### src/rtl/mms_pkg.sv
// Shared constants, select encoding and FSM state type for the mms_stream
// max/min frame search block.
package mms_pkg;

  localparam int DATA_W  = 8;
  localparam int MAX_LEN = 256;
  localparam int CNT_W   = 9;
  localparam int IDX_W   = 8;

  localparam logic SEL_MAX = 1'b0;
  localparam logic SEL_MIN = 1'b1;

  // Count value held while the final (256th) beat of a full frame is offered.
  localparam logic [CNT_W-1:0] LAST_CNT = CNT_W'(MAX_LEN - 1);

  typedef enum logic [1:0] {
    IDLE = 2'd0,
    ACC  = 2'd1,
    OUT  = 2'd2
  } state_t;

endpackage

### src/rtl/mms_cmp.sv
// Combinational unsigned compare-and-select: picks cand over cur only on a
// strict win (greater for max, less for min) so ties keep the incumbent.
module mms_cmp
  import mms_pkg::*;
(
  input  logic              sel,
  input  logic [DATA_W-1:0] cur,
  input  logic [DATA_W-1:0] cand,
  output logic [DATA_W-1:0] result,
  output logic              replace
);

  always_comb begin
    replace = (sel == SEL_MIN) ? (cand < cur) : (cand > cur);
    result  = replace ? cand : cur;
  end

endmodule

### src/rtl/mms_stream.sv
// Streaming frame max/min search with valid/ready handshakes on both sides.
// Optional MMS_STREAM_INDEX_EN adds out_index, the position of the winner.
module mms_stream
  import mms_pkg::*;
(
  input  logic              clk,
  input  logic              rst_n,
  input  logic              select,
  input  logic              in_valid,
  output logic              in_ready,
  input  logic [DATA_W-1:0] in_data,
  input  logic              in_last,
  output logic              out_valid,
  input  logic              out_ready,
`ifdef MMS_STREAM_INDEX_EN
  output logic [IDX_W-1:0]  out_index,
`endif
  output logic [DATA_W-1:0] out_result,
  output logic [CNT_W-1:0]  out_count
);

  state_t             state;
  state_t             state_nx;
  logic               accept;
  logic               sel_q;
  logic [DATA_W-1:0]  run_val;
  logic [CNT_W-1:0]   count;
  logic [DATA_W-1:0]  cmp_result;
  logic               cmp_replace;

  assign accept = in_valid && in_ready;

  mms_cmp u_cmp (
    .sel     (sel_q),
    .cur     (run_val),
    .cand    (in_data),
    .result  (cmp_result),
    .replace (cmp_replace)
  );

  always_ff @(posedge clk) begin
    if (!rst_n) state <= IDLE;
    else        state <= state_nx;
  end

  always_comb begin
    state_nx = state;
    unique case (state)
      IDLE: if (accept) state_nx = in_last ? OUT : ACC;
      ACC:  if (accept && (in_last || count == LAST_CNT)) state_nx = OUT;
      OUT:  if (out_ready) state_nx = IDLE;
      default: state_nx = IDLE;
    endcase
  end

  always_comb begin
    in_ready  = (state != OUT);
    out_valid = (state == OUT);
  end

  // Running value, frame length and latched mode; frozen while in OUT.
  always_ff @(posedge clk) begin
    if (!rst_n) begin
      run_val <= '0;
      count   <= '0;
      sel_q   <= SEL_MAX;
    end else if (accept) begin
      if (state == IDLE) begin
        run_val <= in_data;
        count   <= CNT_W'(1);
        sel_q   <= select;
      end else begin
        run_val <= cmp_result;
        count   <= count + 1'b1;
      end
    end
  end

  assign out_result = run_val;
  assign out_count  = count;

`ifdef MMS_STREAM_INDEX_EN
  logic [IDX_W-1:0] idx;

  // In ACC the current count equals the 0-based position of the incoming beat.
  always_ff @(posedge clk) begin
    if (!rst_n) begin
      idx <= '0;
    end else if (accept) begin
      if (state == IDLE)    idx <= '0;
      else if (cmp_replace) idx <= count[IDX_W-1:0];
    end
  end

  assign out_index = idx;
`endif

endmodule

### config.mk
export PLATFORM = sky130hd
export DESIGN_NAME = mms_stream
export DESIGN_NICKNAME = d
export VERILOG_FILES = /design/src/rtl/mms_pkg.sv /design/src/rtl/mms_cmp.sv /design/src/rtl/mms_stream.sv
export SDC_FILE = /design/constraint.sdc
export NUM_CORES = 1
export LEC_CHECK = 0
export CAP_MARGIN = 15
export CELL_PAD_IN_SITES_DETAIL_PLACEMENT = 1
export CELL_PAD_IN_SITES_GLOBAL_PLACEMENT = 1
export CORE_AREA = 3 3 45 78
export CTS_BUF_LIST = sky130_fd_sc_hd__clkbuf_8
export CTS_CLUSTER_SIZE = 8
export DETAILED_ROUTE_END_ITERATION = 10
export DIE_AREA = 0 0 48 81
export PLACE_DENSITY = 0.95
export REMOVE_ABC_BUFFERS = 1
export SYNTH_ARGS = -nofsm -noshare
export SYNTH_HDL_FRONTEND = slang
export SYNTH_SLANG_ARGS = --single-unit
### constraint.sdc
create_clock -name clk -period 4.65 [get_ports clk]
set_input_delay 0.6975 -clock clk [delete_from_list [all_inputs] [get_ports clk]]
set_output_delay 0.6975 -clock clk [all_outputs]
set_load 0.005 [all_outputs]
==> results of run 1 <==
[stage by stage]
| step | cell area [µm²] | setup WS, ns | util |
|---|---|---|---|
| after floorplan | 1080 | 2.47 | - |
| after global placement | 1440 | 1.87 | 0.491 |
| after detailed placement | 1440 | 1.75 | 0.491 |
| after CTS | 1510 | 1.90 | 0.515 |
| after global routing | 1510 | 1.75 | 0.515 |
| final | 1510 | 1.91 | 0.515 |
[cell type report]
cell class | instances | share of cell area
clock inverter | 1 | 0.0199
inverter | 11 | 0.0274
clock buffer | 3 | 0.0274
multi-input combinational | 94 | 0.425
sequential | 20 | 0.265
tap | 28 | 0.0232
timing repair buffer | 32 | 0.212
[routing by layer]
layer  track usage  vias up  part of all wire  wire length [µm]
li1              -      501                 -                 -
met3        0.0222        4             0.024                74
met4        0.0674        0             0.013                40
met1         0.186      490              0.38              1160
met2         0.330       21              0.58              1750
met5             0        -                 0                 0
[Yosys cell counts, drive strengths merged]
cell     count
o211a        1
a21oi        8
nand4bb      1
o22ai        1
and3         1
nand2b       2
nand2       23
mux2i        9
o21ai        3
xor2         4
and2         2
a32oi        1
nor3         1
or3          2
nand4        5
ha          10
dfxtp       20
o211ai       3
buf          1
nor2b        5
nand3        3
nor2         8
inv         11
nor3b        1
clkbuf       2
[sequential cells by signal, indices dropped and copies added, names as in the netlist]
name,cells
out_count,9
sel_q,1
state,2
out_result,8
[power by group through the flow]
| stage | logic, mW | clock network [mW] | registers (mW) |
|---|---|---|---|
| global placement | 0.0883 | 0 | 0.195 |
| finish | 0.0959 | 0.173 | 0.191 |
| global route | 0.106 | 0.186 | 0.193 |
| detailed placement | 0.0945 | 0 | 0.196 |
| CTS | 0.0975 | 0.177 | 0.192 |
| floorplan | 0.0469 | 0 | 0.194 |
[path summary, 6_finish.rpt]
path / start / endpoint
setup / recovery: in_data[1] / out_result[5]
hold / removal: out_result[2] / out_result[2]
setup reg to reg: out_result[1] / out_result[5]
hold reg to reg: out_result[2] / out_result[2]
[logic make-up (layout without fill, tap and decap cells)]
logic type                 Yosys count  after routing  synth area share
AOI/OAI and AO/OA                   17             17            0.0932
xor gates and xnor gates             4              4            0.0318
adders and majority gates           10             10             0.114
buffers and inverters               14             47            0.0545
DFF                                 20             20             0.364
muxes                                9              9            0.0818
and+or+nand+nor                     54             54             0.261
[worst min-delay path: cells and delay by family (launching register included)]
family | cells | cell delay (ns)
AND/OR/NAND/NOR | 1 | 0.06
multiplexers | 1 | 0.05
flip-flops | 1 | 0.33
[layout by cell type (no fill, tap or decap), types with 3 or more instances in the layout]
cell and instances:
clkdlybuf4s50_1 32, nand2_1 23, dfxtp_1 20, inv_1 11, ha_1 10, mux2i_1 9, nor2_1 8, a21oi_1 8
nor2b_1 5, nand4_1 4, xor2_1 4, nand3_1 3, o211ai_1 3, o21ai_0 3, clkbuf_8 3
==> impl_metrics.env, run 1 <==
export IMPL_ir_drop_mv=0.189
export IMPL_grt_start_max_net_pins=24
export IMPL_die_h_um=81
export IMPL_core_area_mm2=0.00293
export IMPL_n_antenna_cell=0
export IMPL_crit_path_end_kind="register"
export IMPL_slew_headroom=0.490
export IMPL_vias=1016
export IMPL_ant_nets=0
export IMPL_holdWs_ns=0.484
export IMPL_cts_htree_levels=1
export IMPL_finalWirelength_um=3030
export IMPL_reg2reg_depth=8
export IMPL_drive_above_1_share=0.0497
export IMPL_antenna_found_initial=0
export IMPL_ys_top_cells_by_area="dfxtp_1 36%, ha_1 11%, mux2i_1 8.2%"
export IMPL_multi_input_area_um2=641
export IMPL_slew_violations=0
export IMPL_cts_root_buf="clkbuf_8"
export IMPL_grt_pass1_vias=1187
export IMPL_seq_area_um2=400
export IMPL_finalCritPeriodShare=0.589
export IMPL_finalNonFillerCells=189
export IMPL_clkTransAtPathRegs_ns=0.08
export IMPL_min_path_type="register to register"
export IMPL_insertion_delay_ns=0.26
export IMPL_grt_pass1_wl_um=5110
export IMPL_slowest_stage="nand4bb_1"
export IMPL_cts_hold_buffers=0
export IMPL_synth_top_area_frac=0.364
export IMPL_path_cells="clkdlybuf4s50_1 > ha_1 > nor2b_1 > o211ai_1 > a21oi_1 > nor3_1 > nand4bb_1 > mux2i_1"
export IMPL_worst_path_largest_cell_delay_ns=0.59
export IMPL_io_buffers=32
export IMPL_syn2layout_area_growth_pct=37.0
export IMPL_power_internal_mw=0.348
export IMPL_clockBufferDepth=2
export IMPL_place_inst=185
export IMPL_fillers=360
export IMPL_cp_num_buf_inv=1
export IMPL_synthDistinctLibCells=28
export IMPL_combPwrFrac=0.208
export IMPL_period_minus_slack_ns=2.74
export IMPL_ff2ff_setup_slack_ns=2.39
export IMPL_rsz0062_at_grt="false"
export IMPL_start_util=0.376
export IMPL_nets=186
export IMPL_io_pins=33
export IMPL_timing_fmax_ghz=0.365
export IMPL_grt_usage=0.178
export IMPL_cts_resized=0
export IMPL_whs_path_depth=2
export IMPL_clock_sinks=20
export IMPL_synth_area_mm2=0.00110
export IMPL_drt_vias_per_instance=5.38
export IMPL_yosys_warnings=0
export IMPL_synthCells=128
export IMPL_power_density_mw_per_mm2=305
export IMPL_arrival_ns=2.91
export IMPL_p_sw_frac=0.244
export IMPL_dr_first_iter_drc_count=9
export IMPL_hold_viol=0
export IMPL_place_congestion=0.733
export IMPL_drt_pass1_iterations=4
export IMPL_critical_path_depth=8
export IMPL_leakagePower_nw=0.614
export IMPL_fin_skew_ns=0.00148
export IMPL_cts_setup_buffers=0
export IMPL_path_delay_family="simple AND/OR/NAND/NOR gates"
export IMPL_yosysSeqAreaShare=0.364
export IMPL_fp_row_count=26
export IMPL_synth_avg_cell_area_um2=8.60
export IMPL_die_w_um=48
export IMPL_max_cap_viol_count=0
export IMPL_dp_hpwl_um=2400
export IMPL_clockPowerShare=0.376
export IMPL_run_status="finished clean"
export IMPL_crit_path_max_fanout=8
export IMPL_seqPwrFrac=0.416
export IMPL_grt_overflow=0
export IMPL_cts_buffers=3
export IMPL_crit_required_ns=4.82
export IMPL_synth_top_cell_by_area="dfxtp_1"
export IMPL_drc=0
export IMPL_setup_viol=0
export IMPL_p_switching_mw=0.112
export IMPL_critical_path_class="primary input to register"
export IMPL_fin_setup_tns_ns=0
export IMPL_die_area_mm2=0.00389
export IMPL_synth_seq_cells=20
export IMPL_startpoint_type="primary input"
export IMPL_tightest_slew_ns=0.762
export IMPL_total_power_mw=0.460
export IMPL_wl_per_cell_um=16.0
export IMPL_cts_tree="yes"
No activity file was read; power rests on OpenSTA's default activity.
==> run 2: changes to the inputs <==
- CORE_AREA: 3 3 45 78 -> 3 3 49 84
- DIE_AREA: 0 0 48 81 -> 0 0 52 87
- PLACE_DENSITY: 0.95 -> 0.86
- clock period: 4.65 -> 2.4 ns (I/O delays scaled with it)
==> run 2 against run 1 <==
Effect of this change:
- core utilization fell by 7.1 points
- worst hold slack improved by 0.00065 ns
- die area rose by 16%
- register-to-register slack got worse by 1.9 ns
- via count fell by 0.20%
- sequential share of layout area fell by 0.56 points
- combinational power rose by 99%
- critical endpoint is now out_result[6]
- highest routed layer unchanged
==> impl_metrics.env, run 2 (synthesis gave the netlist of run 1 again) <==
export IMPL_run_status="finished clean"
export IMPL_hold_viol=0
export IMPL_syn2layout_area_growth_pct=40.0
export IMPL_clockBufferDepth=2
export IMPL_slowest_stage="clkdlybuf4s50_1"
export IMPL_io_buffers=32
export IMPL_cts_htree_levels=1
export IMPL_drc=0
export IMPL_timing_fmax_ghz=0.487
export IMPL_drt_pass1_iterations=2
export IMPL_cp_num_buf_inv=2
export IMPL_worst_path_largest_cell_delay_ns=0.44
export IMPL_cts_root_buf="clkbuf_8"
export IMPL_cts_resized=0
export IMPL_path_cells="clkdlybuf4s50_1 > ha_1 > nor2b_1 > o211ai_1 > a21oi_1 > nor3_1 > nand4bb_1 > buf_12 > mux2i_1"
export IMPL_power_internal_mw=0.607
export IMPL_slew_violations=0
export IMPL_power_density_mw_per_mm2=533
export IMPL_dp_hpwl_um=2350
export IMPL_fp_row_count=28
export IMPL_clock_sinks=20
export IMPL_final_common_cell="clkdlybuf4s50_1"
export IMPL_reg2reg_depth=9
export IMPL_n_antenna_cell=0
export IMPL_tightest_slew_ns=0.525
export IMPL_finalCritPeriodShare=0.856
export IMPL_p_sw_frac=0.261
export IMPL_drive_above_1_share=0.0613
export IMPL_grt_start_max_net_pins=16
export IMPL_clockPowerShare=0.315
export IMPL_clkTransAtPathRegs_ns=0.07
export IMPL_fin_setup_tns_ns=0
export IMPL_cts_setup_buffers=0
export IMPL_place_inst=204
export IMPL_leakagePower_nw=0.621
export IMPL_insertion_delay_ns=0.26
export IMPL_cts_tree="yes"
export IMPL_antenna_found_initial=0
export IMPL_crit_required_ns=2.58
export IMPL_crit_path_max_fanout=8
export IMPL_dr_first_iter_drc_count=4
export IMPL_rr_startpoint="out_result[1]"
export IMPL_holdPathEnd="out_result[5]"
export IMPL_rsz0062_at_grt="false"
export IMPL_setup_viol=0
export IMPL_seqPwrFrac=0.452
export IMPL_max_cap_viol_count=0
export IMPL_period_minus_slack_ns=2.05
export IMPL_largest_reg_flops=9
export IMPL_grt_pass1_vias=1088
export IMPL_fin_util=0.444
export IMPL_grt_usage=0.137
export IMPL_fin_skew_ns=0.00269
export IMPL_grt_pass1_wl_um=4670
export IMPL_p_switching_mw=0.215
export IMPL_critical_path_class="primary input to register"
export IMPL_cts_buffers=3
export IMPL_ir_drop_mv=0.216
export IMPL_min_path_type="register to register"
export IMPL_drt_vias_per_instance=4.88
export IMPL_finalWirelength_um=2840
export IMPL_finalNonFillerCells=208
export IMPL_reg2reg_to="out_result[6]"
export IMPL_die_h_um=87
export IMPL_whs_path_depth=2
export IMPL_slew_headroom=0.649
export IMPL_hp_start="out_result[5]"
export IMPL_crit_path_end_kind="register"
export IMPL_die_w_um=52
export IMPL_place_congestion=0.655
export IMPL_io_pins=33
export IMPL_arrival_ns=2.23
export IMPL_die_area_mm2=0.00452
export IMPL_vias=1014
export IMPL_wl_per_cell_um=13.7
export IMPL_start_util=0.317
export IMPL_nets=188
export IMPL_grt_overflow=0
export IMPL_critical_path_depth=9
export IMPL_ant_nets=0
export IMPL_combPwrFrac=0.233
export IMPL_path_delay_family="buffers and inverters"
export IMPL_startpoint_type="primary input"
export IMPL_cts_hold_buffers=0
export IMPL_core_area_mm2=0.00347
export IMPL_ff2ff_setup_slack_ns=0.50
export IMPL_final_cell_mix="32 x clkdlybuf4s50_1, 23 x nand2_1, 20 x dfxtp_1, 11 x inv_1, 10 x ha_1"
run 2: cell count changes in the layout (fill, tap and decap cells not counted):
cell / previous run / this run
bufinv_16: 1 / 0
clkbuf_8: 3 / 4
buf_4: 0 / 1
buf_12: 0 / 1
run 2: final cells by class:
class	instances	area (µm²)
Multi-Input combinational cell	94	641
Tap cell	45	56.3
Inverter	11	41.3
Sequential cell	20	400
Clock buffer	4	55.1
Timing Repair Buffer	34	348
Fill cell	422	1930
run 2: metrics by stage:
step	cell area, µm²	total power [mW]	hold WS (ns)	setup WS (ns)
2_1_floorplan	1080	0.467	0.464	0.526
3_3_place_gp	1490	0.563	0.462	0.189
3_5_place_dp	1490	0.573	0.478	0.0719
4_1_cts	1540	0.836	0.489	0.334
5_1_grt	1540	0.868	0.510	0.194
6_report	1540	0.822	0.485	0.347
run 2: worst reg2reg max path: cells and delay by family (launching register included):
family	cells	cell delay [ns]
compound gates	2	0.26
fa+ha+maj	1	0.28
simple gates	3	0.50
flops	1	0.36
mux	1	0.22
buf+inv	2	0.21
run 2: how the worst max path moves through the flow:
| stage | start | endpoint |
|---|---|---|
| after floorplan | out_result[1] | out_result[0] |
| after global routing | in_data[1] | out_result[6] |
| after global placement | in_data[1] | out_result[5] |
| after detailed placement | in_data[1] | out_result[6] |
| final | in_data[1] | out_result[6] |
| after CTS | in_data[1] | out_result[6] |
run 2: power groups by stage:
| stage | clock, mW | combinational (mW) | sequential (mW) |
|---|---|---|---|
| after floorplan | 0 | 0.0910 | 0.376 |
| after global placement | 0 | 0.186 | 0.377 |
| after detailed placement | 0 | 0.194 | 0.379 |
| after CTS | 0.269 | 0.195 | 0.372 |
| after global routing | 0.280 | 0.213 | 0.375 |
| final | 0.259 | 0.191 | 0.371 |
run 2: metal layers:
layer / global-route usage / vias to the layer above / routed length, µm
met5: 0 / - / 0
met4: 0.0788 / 0 / 63
met3: 0.0137 / 4 / 78
met2: 0.269 / 18 / 1650
met1: 0.128 / 486 / 1050
li1: - / 506 / -
